File: src/rtl/serial_uart_core_if.sv
// CPU-side bus of one serial_uart_core instance: port enable, register
// address, read/write select, write data, registered read data and IRQ.
interface serial_uart_core_if;
    logic       Port_Enable;
    logic [3:0] Address;
    logic       WE_L;
    logic [7:0] DataIn;
    logic [7:0] DataOut;
    logic       IRQ_H;

    modport master (
        output Port_Enable, Address, WE_L, DataIn,
        input  DataOut, IRQ_H
    );

    modport slave (
        input  Port_Enable, Address, WE_L, DataIn,
        output DataOut, IRQ_H
    );
endinterface

File: src/rtl/serial_uart_core.sv
// Simplified 16550-style UART, fixed 8N1: TX FIFO + shifter, RX shifter with
// one holding register, 16x baud generator and line status register.
module serial_uart_core #(
    parameter int TX_DEPTH        = 16,
    parameter int DEFAULT_DIVISOR = 27
) (
    input  logic                Clock,
    input  logic                Reset_L,
    serial_uart_core_if.slave   bus,
    input  logic                RxD,
    output logic                TxD
);
    localparam int             PTR_W       = $clog2(TX_DEPTH);
    localparam logic [PTR_W:0] FIFO_FULL_C = (PTR_W + 1)'(TX_DEPTH);
    localparam logic [15:0]    DIV_RST_C   = 16'(DEFAULT_DIVISOR);

    typedef enum logic [1:0] {TX_IDLE, TX_START, TX_DATA, TX_STOP} tx_state_e;
    typedef enum logic [1:0] {RX_IDLE, RX_START, RX_DATA, RX_STOP} rx_state_e;

    // Registered state
    logic             pe_q;
    logic [7:0]       dout_q, dout_d;
    logic [7:0]       dll_q, dll_d, dlm_q, dlm_d;
    logic [15:0]      baud_cnt_q, baud_cnt_d;
    logic [7:0]       fifo_mem_q [TX_DEPTH];
    logic [PTR_W-1:0] wr_ptr_q, wr_ptr_d, rd_ptr_q, rd_ptr_d;
    logic [PTR_W:0]   count_q, count_d;
    tx_state_e        tx_state_q, tx_state_d;
    logic [3:0]       tx_sub_q, tx_sub_d;
    logic [2:0]       tx_bit_q, tx_bit_d;
    logic [7:0]       tx_shift_q, tx_shift_d;
    logic             txd_q, txd_d;
    logic             rx_sync1_q, rx_sync2_q;
    rx_state_e        rx_state_q, rx_state_d;
    logic [3:0]       rx_sub_q, rx_sub_d;
    logic [2:0]       rx_bit_q, rx_bit_d;
    logic [7:0]       rx_shift_q, rx_shift_d;
    logic [7:0]       rbr_q, rbr_d;
    logic             dr_q, dr_d, oe_q, oe_d, fe_q, fe_d;

    // Combinational helpers
    logic       strobe_s, wr_stb_s, rd_stb_s, rbr_rd_s, lsr_rd_s;
    logic [2:0] reg_idx_s;
    logic [15:0] divisor_s;
    logic       tick_s, fifo_empty_s, fifo_full_s, push_s, pop_s;
    logic       rx_done_s;
    logic [7:0] lsr_s, rd_sel_s;
    logic       unused_a0_s;

    assign unused_a0_s  = bus.Address[0];
    assign strobe_s     = bus.Port_Enable & ~pe_q;
    assign reg_idx_s    = bus.Address[3:1];
    assign wr_stb_s     = strobe_s & ~bus.WE_L;
    assign rd_stb_s     = strobe_s &  bus.WE_L;
    assign rbr_rd_s     = rd_stb_s && (reg_idx_s == 3'd0);
    assign lsr_rd_s     = rd_stb_s && (reg_idx_s == 3'd5);
    assign divisor_s    = {dlm_q, dll_q};
    assign tick_s       = (baud_cnt_q == 16'd0) && (divisor_s != 16'd0);
    assign fifo_empty_s = (count_q == '0);
    assign fifo_full_s  = (count_q == FIFO_FULL_C);
    // A push into a full FIFO is still accepted when a pop frees a slot this cycle.
    assign push_s       = wr_stb_s && (reg_idx_s == 3'd0) && (!fifo_full_s || pop_s);
    assign lsr_s        = {1'b0, fifo_empty_s && (tx_state_q == TX_IDLE), fifo_empty_s,
                           1'b0, fe_q, 1'b0, oe_q, dr_q};

    assign bus.DataOut  = dout_q;
    assign bus.IRQ_H    = dr_q;
    assign TxD          = txd_q;

    // Baud counter: reload with divisor-1 at zero; a zero divisor parks it at zero.
    always_comb begin
        baud_cnt_d = baud_cnt_q;
        if (baud_cnt_q != 16'd0) begin
            baud_cnt_d = baud_cnt_q - 16'd1;
        end else if (divisor_s != 16'd0) begin
            baud_cnt_d = divisor_s - 16'd1;
        end else begin
            baud_cnt_d = 16'd0;
        end
    end

    // Divisor writes and registered read-data mux.
    always_comb begin
        dll_d = dll_q;
        dlm_d = dlm_q;
        if (wr_stb_s) begin
            case (reg_idx_s)
                3'd1:    dll_d = bus.DataIn;
                3'd2:    dlm_d = bus.DataIn;
                default: dll_d = dll_q;
            endcase
        end else begin
            dlm_d = dlm_q;
        end
        case (reg_idx_s)
            3'd0:    rd_sel_s = rbr_q;
            3'd1:    rd_sel_s = dll_q;
            3'd2:    rd_sel_s = dlm_q;
            3'd5:    rd_sel_s = lsr_s;
            default: rd_sel_s = 8'h00;
        endcase
        if (bus.Port_Enable && bus.WE_L) begin
            dout_d = rd_sel_s;
        end else begin
            dout_d = dout_q;
        end
    end

    // TX FSM: each bit lasts 16 ticks; back-to-back frames go STOP -> START.
    always_comb begin
        tx_state_d = tx_state_q;
        tx_sub_d   = tx_sub_q;
        tx_bit_d   = tx_bit_q;
        tx_shift_d = tx_shift_q;
        pop_s      = 1'b0;
        if (tick_s) begin
            case (tx_state_q)
                TX_IDLE: begin
                    if (!fifo_empty_s) begin
                        pop_s      = 1'b1;
                        tx_shift_d = fifo_mem_q[rd_ptr_q];
                        tx_state_d = TX_START;
                        tx_sub_d   = 4'd0;
                    end else begin
                        tx_state_d = TX_IDLE;
                    end
                end
                TX_START: begin
                    if (tx_sub_q == 4'd15) begin
                        tx_state_d = TX_DATA;
                        tx_sub_d   = 4'd0;
                        tx_bit_d   = 3'd0;
                    end else begin
                        tx_sub_d = tx_sub_q + 4'd1;
                    end
                end
                TX_DATA: begin
                    if (tx_sub_q == 4'd15) begin
                        tx_sub_d   = 4'd0;
                        tx_shift_d = {1'b0, tx_shift_q[7:1]};
                        if (tx_bit_q == 3'd7) begin
                            tx_state_d = TX_STOP;
                        end else begin
                            tx_bit_d = tx_bit_q + 3'd1;
                        end
                    end else begin
                        tx_sub_d = tx_sub_q + 4'd1;
                    end
                end
                TX_STOP: begin
                    if (tx_sub_q == 4'd15) begin
                        tx_sub_d = 4'd0;
                        if (!fifo_empty_s) begin
                            pop_s      = 1'b1;
                            tx_shift_d = fifo_mem_q[rd_ptr_q];
                            tx_state_d = TX_START;
                        end else begin
                            tx_state_d = TX_IDLE;
                        end
                    end else begin
                        tx_sub_d = tx_sub_q + 4'd1;
                    end
                end
                default: tx_state_d = TX_IDLE;
            endcase
        end else begin
            tx_state_d = tx_state_q;
        end
        case (tx_state_d)
            TX_START: txd_d = 1'b0;
            TX_DATA:  txd_d = tx_shift_d[0];
            default:  txd_d = 1'b1;
        endcase
    end

    // FIFO pointers and occupancy.
    always_comb begin
        wr_ptr_d = push_s ? wr_ptr_q + 1'b1 : wr_ptr_q;
        rd_ptr_d = pop_s  ? rd_ptr_q + 1'b1 : rd_ptr_q;
        case ({push_s, pop_s})
            2'b10:   count_d = count_q + 1'b1;
            2'b01:   count_d = count_q - 1'b1;
            default: count_d = count_q;
        endcase
    end

    // RX FSM: confirm start at mid-bit, then sample every 16 ticks.
    always_comb begin
        rx_state_d = rx_state_q;
        rx_sub_d   = rx_sub_q;
        rx_bit_d   = rx_bit_q;
        rx_shift_d = rx_shift_q;
        rx_done_s  = 1'b0;
        if (tick_s) begin
            case (rx_state_q)
                RX_IDLE: begin
                    if (!rx_sync2_q) begin
                        rx_state_d = RX_START;
                        rx_sub_d   = 4'd0;
                    end else begin
                        rx_state_d = RX_IDLE;
                    end
                end
                RX_START: begin
                    if (rx_sub_q == 4'd7) begin
                        rx_sub_d   = 4'd0;
                        rx_bit_d   = 3'd0;
                        rx_state_d = rx_sync2_q ? RX_IDLE : RX_DATA;
                    end else begin
                        rx_sub_d = rx_sub_q + 4'd1;
                    end
                end
                RX_DATA: begin
                    if (rx_sub_q == 4'd15) begin
                        rx_sub_d   = 4'd0;
                        rx_shift_d = {rx_sync2_q, rx_shift_q[7:1]};
                        if (rx_bit_q == 3'd7) begin
                            rx_state_d = RX_STOP;
                        end else begin
                            rx_bit_d = rx_bit_q + 3'd1;
                        end
                    end else begin
                        rx_sub_d = rx_sub_q + 4'd1;
                    end
                end
                RX_STOP: begin
                    if (rx_sub_q == 4'd15) begin
                        rx_sub_d   = 4'd0;
                        rx_done_s  = 1'b1;
                        rx_state_d = RX_IDLE;
                    end else begin
                        rx_sub_d = rx_sub_q + 4'd1;
                    end
                end
                default: rx_state_d = RX_IDLE;
            endcase
        end else begin
            rx_state_d = rx_state_q;
        end
    end

    // Holding register and status flags; a same-cycle RBR read frees the slot first.
    always_comb begin
        rbr_d = rbr_q;
        dr_d  = rbr_rd_s ? 1'b0 : dr_q;
        oe_d  = lsr_rd_s ? 1'b0 : oe_q;
        fe_d  = lsr_rd_s ? 1'b0 : fe_q;
        if (rx_done_s) begin
            if (!dr_q || rbr_rd_s) begin
                rbr_d = rx_shift_q;
                dr_d  = 1'b1;
            end else begin
                oe_d = 1'b1;
            end
            if (!rx_sync2_q) begin
                fe_d = 1'b1;
            end else begin
                fe_d = fe_d;
            end
        end else begin
            rbr_d = rbr_q;
        end
    end

    // TX FIFO storage.
    always_ff @(posedge Clock or negedge Reset_L) begin
        if (!Reset_L) begin
            for (int i = 0; i < TX_DEPTH; i++) fifo_mem_q[i] <= 8'h00;
        end else if (push_s) begin
            fifo_mem_q[wr_ptr_q] <= bus.DataIn;
        end
    end

    // All control and datapath registers.
    always_ff @(posedge Clock or negedge Reset_L) begin
        if (!Reset_L) begin
            pe_q       <= 1'b0;
            dout_q     <= 8'h00;
            dll_q      <= DIV_RST_C[7:0];
            dlm_q      <= DIV_RST_C[15:8];
            baud_cnt_q <= 16'd0;
            wr_ptr_q   <= '0;
            rd_ptr_q   <= '0;
            count_q    <= '0;
            tx_state_q <= TX_IDLE;
            tx_sub_q   <= 4'd0;
            tx_bit_q   <= 3'd0;
            tx_shift_q <= 8'h00;
            txd_q      <= 1'b1;
            rx_sync1_q <= 1'b1;
            rx_sync2_q <= 1'b1;
            rx_state_q <= RX_IDLE;
            rx_sub_q   <= 4'd0;
            rx_bit_q   <= 3'd0;
            rx_shift_q <= 8'h00;
            rbr_q      <= 8'h00;
            dr_q       <= 1'b0;
            oe_q       <= 1'b0;
            fe_q       <= 1'b0;
        end else begin
            pe_q       <= bus.Port_Enable;
            dout_q     <= dout_d;
            dll_q      <= dll_d;
            dlm_q      <= dlm_d;
            baud_cnt_q <= baud_cnt_d;
            wr_ptr_q   <= wr_ptr_d;
            rd_ptr_q   <= rd_ptr_d;
            count_q    <= count_d;
            tx_state_q <= tx_state_d;
            tx_sub_q   <= tx_sub_d;
            tx_bit_q   <= tx_bit_d;
            tx_shift_q <= tx_shift_d;
            txd_q      <= txd_d;
            rx_sync1_q <= RxD;
            rx_sync2_q <= rx_sync1_q;
            rx_state_q <= rx_state_d;
            rx_sub_q   <= rx_sub_d;
            rx_bit_q   <= rx_bit_d;
            rx_shift_q <= rx_shift_d;
            rbr_q      <= rbr_d;
            dr_q       <= dr_d;
            oe_q       <= oe_d;
            fe_q       <= fe_d;
        end
    end
endmodule

File: src/flat_wrapper.sv
// flat-port wrapper written by rule: the top's interface ports become plain ports
module serial_uart_core_flat 
#(
    parameter int TX_DEPTH        = 16,
    parameter int DEFAULT_DIVISOR = 27
)
  (Clock, Reset_L, RxD, TxD, bus_Port_Enable, bus_Address, bus_WE_L, bus_DataIn, bus_DataOut, bus_IRQ_H);
  serial_uart_core_if bus_i ();
  input  logic Clock;
  input  logic Reset_L;
  input  logic RxD;
  output logic TxD;
  input wire logic [$bits(bus_i.Port_Enable)-1:0] bus_Port_Enable;
  input wire logic [$bits(bus_i.Address)-1:0] bus_Address;
  input wire logic [$bits(bus_i.WE_L)-1:0] bus_WE_L;
  input wire logic [$bits(bus_i.DataIn)-1:0] bus_DataIn;
  output wire logic [$bits(bus_i.DataOut)-1:0] bus_DataOut;
  output wire logic [$bits(bus_i.IRQ_H)-1:0] bus_IRQ_H;
  assign bus_i.Port_Enable = bus_Port_Enable;
  assign bus_i.Address = bus_Address;
  assign bus_i.WE_L = bus_WE_L;
  assign bus_i.DataIn = bus_DataIn;
  assign bus_DataOut = bus_i.DataOut;
  assign bus_IRQ_H = bus_i.IRQ_H;
  serial_uart_core #(.TX_DEPTH(TX_DEPTH), .DEFAULT_DIVISOR(DEFAULT_DIVISOR)) u_core (.Clock(Clock), .Reset_L(Reset_L), .bus(bus_i), .RxD(RxD), .TxD(TxD));
endmodule
File: config.mk
export PLATFORM = sky130hd
export DESIGN_NAME = serial_uart_core_flat
export DESIGN_NICKNAME = d
export VERILOG_FILES = /design/src/rtl/serial_uart_core_if.sv /design/src/rtl/serial_uart_core.sv /design/src/flat_wrapper.sv
export SDC_FILE = /design/constraint.sdc
export NUM_CORES = 1
export LEC_CHECK = 0
export BUFFER_PORTS_ARGS = -buffer_cell sky130_fd_sc_hd__buf_2
export CAP_MARGIN = 25
export CORE_MARGIN = 5
export CORE_UTILIZATION = 40
export DETAILED_ROUTE_END_ITERATION = 8
export SYNTH_ARGS = -nofsm -noshare
export SYNTH_HDL_FRONTEND = slang
export SYNTH_SLANG_ARGS = --single-unit
File: constraint.sdc
create_clock -name Clock -period 4.5 [get_ports Clock]
set_input_delay 0.45 -clock Clock [delete_from_list [all_inputs] [get_ports Clock]]
set_output_delay 0.45 -clock Clock [all_outputs]
set_load 0.01 [all_outputs]
# [Word-level counts from Yosys, hierarchy flattened]
# Cells that the tools add are included.
[word_totals] reg_bits=230 output_inout_bits=10 inputBits=17
[classes] n_bitwise=7 order_cmp=3 add_sub_neg=10 n_mux=61 reduce_logical=35 n_eq_ne=30
[ops] op="$bwmux W128" n=1
[ops] op="$mux W8" n=6
[ops] op="$bmux W8 S4" n=1
[ops] op="$demux W8 S4" n=1
[ops] op="$mux W16" n=2
[ops] op="$pmux W8 S4" n=1
[ops] op="$reduce_bool A16 Y1" n=2
[ops] op="$sub A16 B1 Y16 const B" n=2
[ops] op="$pmux W8 S3" n=1
[ops] op="$mux W2" n=10
[ops] op="$mux W4" n=5
[ops] op="$mux W1" n=18
[ops] op="$mux W3" n=6
[ops] op="$add A4 B1 Y4 const B" n=4
[ops] op="$logic_not A16 Y1" n=1
[ops] op="$pmux W2 S4" n=2
[ops] op="$reduce_and A5 Y1" n=3
[ops] op="$ne A2 B1 Y1 const B" n=7
[ops] op="$eq A2 B2 Y1 const B" n=6
[ops] op="$pmux W3 S2" n=2
[ops] op="$pmux W4 S3" n=1
[ops] op="$ge A5 B5 Y1 const B" n=2
[ops] op="$not A4 Y5" n=2
[ops] op="$pmux W5 S2" n=1
[ops] op="other kinds (29)" n=59

# [Depth between registers and ports, before layout]
[logic_depth] ltp_word=9 mapped_depth=18

# [Worst setup path before layout]
# Ideal clock, no wire load.
[synth_path] path_type="reg2reg" from="register u_core.baud_cnt_q[4]" to="register u_core.count_q[4]" setup_time_ns=0.123 setup_slack_ns=0.933 stages_incl_launch_ff=17 arrival_ns=3.444 period_less_slack_ns=3.567 required_ns=4.377 n_path_buf=1 path_cell_list="dfrtp_1 or4_4 nor2_4 nand3_1 o41ai_2 buf_2 and2_1 inv_1 ha_1 inv_1 fa_1 inv_1 a21o_1 a21oi_1 xnor2_1 nor2_1 xnor2_1"
[synth_via] elab_chain_cells=7 word_cells_on_any_way=9 cone_classes="eq/ne (2); mux (2); reduce/logical (5)"
[synth_rtl] element="start, declared" line_no="serial_uart_core.sv:24" text="logic [15:0] baud_cnt_q, baud_cnt_d;"
[synth_rtl] element="start signal, assigned" line_no="serial_uart_core.sv:305" text="baud_cnt_q <= baud_cnt_d;"
[synth_rtl] element="$logic_not A16 Y1 (*)" line_no="serial_uart_core.sv:58" text="assign tick_s = (baud_cnt_q == 16'd0) && (divisor_s != 16'd0);"
[synth_rtl] element="$logic_and A1 B1 Y1 (*)" line_no="serial_uart_core.sv:58"
[synth_rtl] element="$mux W1 (*)" line_no="serial_uart_core.sv:116" text="if (tick_s) begin"
[synth_rtl] element="$logic_or A1 B1 Y1" line_no="serial_uart_core.sv:62" text="assign push_s = wr_stb_s && (reg_idx_s == 3'd0) && (!fifo_full_s || pop_s);"
[synth_rtl] element="$logic_and A1 B1 Y1" line_no="serial_uart_core.sv:62"
[synth_rtl] element="$eq A2 B1 Y1 or $eq A2 B2 Y1 (tied branches)" line_no="serial_uart_core.sv:180" text="case ({push_s, pop_s})"
[synth_rtl] element="$pmux W5 S2 or $reduce_bool A2 Y1 (tied branches)"
[synth_rtl] element="end signal, assigned" line_no="serial_uart_core.sv:308" text="count_q <= count_d;"
[synth_rtl] element="end, declared" line_no="serial_uart_core.sv:27" text="logic [PTR_W:0] count_q, count_d;"
# Mark *: on every way between the ends. The rest lies on a longest branch, timed or not.
# A chain may end at the register's enable or synchronous reset.

# [Final worst setup path]
[layout_path] from="register u_core.dll_q[7]" to="register u_core.count_q[4]"
[layout_via] elab_chain_cells=7 word_cells_on_any_way=9 cone_classes="eq/ne (2); mux (2); reduce/logical (5)"
[layout_rtl] element="start, declared" line_no="serial_uart_core.sv:23" text="logic [7:0] dll_q, dll_d, dlm_q, dlm_d;"
[layout_rtl] element="start signal, assigned" line_no="serial_uart_core.sv:279" text="dll_q <= DIV_RST_C[7:0];"
[layout_rtl] element="start signal, assigned" line_no="serial_uart_core.sv:303" text="dll_q <= dll_d;"
[layout_rtl] element="$reduce_bool A16 Y1 (*)" line_no="serial_uart_core.sv:58"
[layout_rtl] element="$logic_and A1 B1 Y1 (*)" line_no="serial_uart_core.sv:58"
[layout_rtl] element="$mux W1 (*)" line_no="serial_uart_core.sv:116"
[layout_rtl] element="$logic_or A1 B1 Y1" line_no="serial_uart_core.sv:62"
[layout_rtl] element="$logic_and A1 B1 Y1" line_no="serial_uart_core.sv:62"
[layout_rtl] element="$eq A2 B1 Y1 or $eq A2 B2 Y1 (tied branches)" line_no="serial_uart_core.sv:180"
[layout_rtl] element="$pmux W5 S2 or $reduce_bool A2 Y1 (tied branches)"
# Marked as above.

==> metrics.md <==
| Metric | Value |
|---|---|
| Failing checks | negative hold slack |
| Final worst slack | 0.687 ns |
| Synth cell count leaders | 223 x dfrtp_1, 169 x mux2_2, 53 x nand2_1 |
| Worst skew pair latency | 0.52 ns |
| Syn Nets | 922 |
| Slew headroom | 28.9% |
| DR DRC count | 0 |
| Final Hold Viols | 11 |
| CTS buffer count | 26 |
| Largest net degree at the start of global routing | 124 |
| Crit start category | flop |
| Max-cap violation count | 0 |
| TritonCTS clock tree | yes |
| Hpwl dp | 16,500 um |
| Post-synthesis async set-or-reset flop share | 100% |
| Crit Path Max Fanout | 15 |
| Reg2reg setup slack | 0.69 ns |
| Final min period | 3.81 ns |
| Final worst path period share | 84.7% |
| Worst r2r path cells | 16 |
| Final slew viol count | 0 |
| # setup viols final | 0 |
| Die area | 0.0318 mm2 |
| Port Buf Inserts | 25 |
| Nets | 948 |
| Seq/Total Area, Yosys | 50.8% |
| First-pass GRT wire length | 41,500 um |
| Setup crit end kind | flop |
| RR Startpoint | u_core.dll_q[7]$_DFFE_PN0P_ |
| First-pass iteration count of the detailed router | 4 |
| Avg Inst Size Synth | 12.9 um2 |
| Final WL | 25,000 um |
| Total gr overflow | 0 |
| Pre-CTS setup slack | 0.707 ns |
| # Post-CTS Setup Buffers | 0 |
| Flops & latches, synth | 230 |
| Ys flop type | dfrtp_1 |
| Number of nets with antenna violations after routing | 0 |
| Area growth from synthesis to layout | 13.2% |
| PwrDens | 443 mW/mm2 |
| Detailed-route via count | 7,015 |
| Avg WL per Cell | 19.1 um |
| Rows | 61 |
| Worst Skew | 0.0136 ns |
| Antenna violations before repair | 0 |
| Clk root buf | clkbuf_16 |
| Power Total | 0.00569 W |
| TNS Setup | 0 ns |
| Area contributors post-synth | dfrtp_1 49%, mux2_2 17%, mux4_2 7.3% |
| P_leak | 5.91 nW |
| Post-synth top area share | 49.2% |
| HP Class | primary input to asynchronous set/reset pin |
| Number of global-route vias before repair | 7,394 |
| Crit path DAT | 4.23 ns |
| Core area | 0.0279 mm2 |
| Synth Cell Area | 0.0113 mm2 |
| Worst R2R End | u_core.count_q[4]$_DFFE_PN0P_ |
| Leading area contributor after synthesis | dfrtp_1 |
| Ys Warns | 0 |
| Hold Slack | -0.0636 ns |
| Most common cell in the netlist | dfrtp_1 |
| Distinct cells, synth | 62 |
| Sink Count | 230 |
| Outcome | complete, but fails checks |
| Reg clk slew, reported paths | 0.06 ns |
| Chip height | 178 um |
| RSZ-0062 raised after global routing | false |
| Ports | 27 |
| Die X | 178 um |
| Gr usage total | 16.4% |
| Htree depth | 1 |
| Layout cell share with drive strength beyond 1 | 34.8% |
| Mapped Cells | 881 |
| Crit path launch | u_core.dll_q[7]$_DFFE_PN0P_ |
| Routability Congestion | 0.786 |
| Max clock buf depth | 3 |
| DRT iter0 DRCs | 301 |
| Starting Density | 40.7% |
| Maximum VDD drop | 0.313 mV |
| Slew of the pin with the lowest slew margin | 1.06 ns |
| ANT cells | 0 |
| Post-synth EDFFs | 0 |
| Worst setup path class | flop to flop |
| FMAX | 262 MHz |
| WP data required | 4.91 ns |
| Via density per instance | 5.38 |
==> state kept, by name, summed over array words and instances, names as in the netlist, 2 cells and up, named ones only <==
name / cells
u_core.tx_state_q: 2
u_core.rx_bit_q: 3
u_core.dlm_q: 8
u_core.wr_ptr_q: 4
u_core.fifo_mem_q: 128
u_core.baud_cnt_q: 16
u_core.tx_shift_q: 8
u_core.count_q: 5
u_core.rx_sub_q: 4
u_core.tx_sub_q: 4
u_core.bus.DataOut: 8
u_core.dll_q: 8
u_core.rx_shift_q: 8
u_core.tx_bit_q: 3
u_core.rd_ptr_q: 4
u_core.rbr_q: 8
==> area by class of cell <==
| type | instances | area, um2 |
|---|---|---|
| timing repair buffer | 44 | 280 |
| inverter | 29 | 109 |
| sequential | 230 | 5770 |
| tap | 378 | 473 |
| clock inverter | 10 | 105 |
| multi-input combinational | 576 | 5290 |
| fill | 2529 | 15000 |
| clock buffer | 38 | 817 |
==> power breakdown <==
group          total, W  internal (W)  leakage [nW]  switching (W)
Combinational  0.000969      0.000445          2.33       0.000524
Clock           0.00221       0.00137         0.458       0.000838
Sequential      0.00251       0.00227          3.12       0.000244
==> cells in the final DEF (no fill, tap or decap), types with 7 or more instances in the layout <==
| cell type | instances |
|---|---|
| clkbuf_8 | 10 |
| nand2_1 | 53 |
| or4_1 | 8 |
| buf_4 | 18 |
| dfstp_2 | 7 |
| nand3_1 | 14 |
| mux4_2 | 37 |
| nor3b_1 | 7 |
| xnor2_1 | 19 |
| xor2_1 | 15 |
| mux2_2 | 169 |
| nor2_1 | 33 |
| clkbuf_16 | 27 |
| nor3_1 | 17 |
| inv_1 | 28 |
| mux2i_1 | 14 |
| or3_1 | 7 |
| nor4_1 | 8 |
| ha_1 | 23 |
| dfrtp_1 | 222 |
| nand2b_1 | 8 |
| a21oi_1 | 20 |
| o21ai_0 | 32 |
| buf_2 | 24 |
==> stage by stage <==
| stage | instance area (um2) | cells | util, % | hold slack (ns) |
|---|---|---|---|---|
| 2_1_floorplan | 11300 | 881 | - | 0.154 |
| 3_3_place_gp | 11900 | 1256 | 42.8 | 0.347 |
| 3_5_place_dp | 11900 | 1256 | 42.8 | 0.349 |
| 4_1_cts | 12800 | 1305 | 46.1 | 0.0340 |
| 5_1_grt | 12800 | 1305 | 46.1 | 0.0453 |
| 6_report | 12800 | 1305 | 46.1 | -0.0636 |
==> critical path: stages (launching register included) <==
cell and delay [ns]:
dfrtp_1 0.46, or4_1 0.61, nand2b_1 0.20, nor3_1 0.51, o41ai_2 0.13, buf_4 0.21, and2_1 0.20, inv_1 0.08
ha_1 0.22, inv_1 0.11, fa_1 0.41, inv_1 0.07, a21o_1 0.10, a21oi_1 0.07, xnor2_1 0.13, nor2_1 0.07
xnor2_1 0.13
==> how the worst max path moves through the flow <==
stage                                     to  slack, ns  depth (start not counted)
5_1_grt        u_core.count_q[4]$_DFFE_PN0P_       0.39                         16
3_3_place_gp   u_core.count_q[4]$_DFFE_PN0P_       0.74                         16
2_1_floorplan  u_core.count_q[4]$_DFFE_PN0P_       0.93                         16
4_1_cts        u_core.count_q[4]$_DFFE_PN0P_       0.70                         16
6_report       u_core.count_q[4]$_DFFE_PN0P_       0.69                         16
3_5_place_dp   u_core.count_q[4]$_DFFE_PN0P_       0.71                         16
==> cell families (layout without fill, tap and decap cells) <==
| logic type | Yosys count | in the layout | synth area share, % |
|---|---|---|---|
| AND/OR/NAND/NOR | 196 | 196 | 10.0 |
| AO/OA/AOI/OAI | 99 | 99 | 5.67 |
| adder cells (fa/ha/maj) | 24 | 24 | 2.71 |
| flip-flops | 230 | 230 | 50.8 |
| buffers and inverters | 75 | 121 | 2.50 |
| XOR/XNOR | 34 | 34 | 2.63 |
| multiplexers | 223 | 223 | 25.7 |
==> metal layers <==
| metal | track usage, % | share of wire, % | up-vias |
|---|---|---|---|
| met1 | 24.3 | 49 | 3616 |
| li1 | - | - | 3282 |
| met5 | 0 | 0 | - |
| met4 | 3.29 | 1.7 | 0 |
| met3 | 2.33 | 3.4 | 31 |
| met2 | 26.0 | 46 | 86 |
==> timing repair <==
action	4_1_cts	5_1_grt
endpoints found under the hold margin	1	0
hold buffers	1	0
resized for setup	0	0
(Power assumes the default switching activity.)
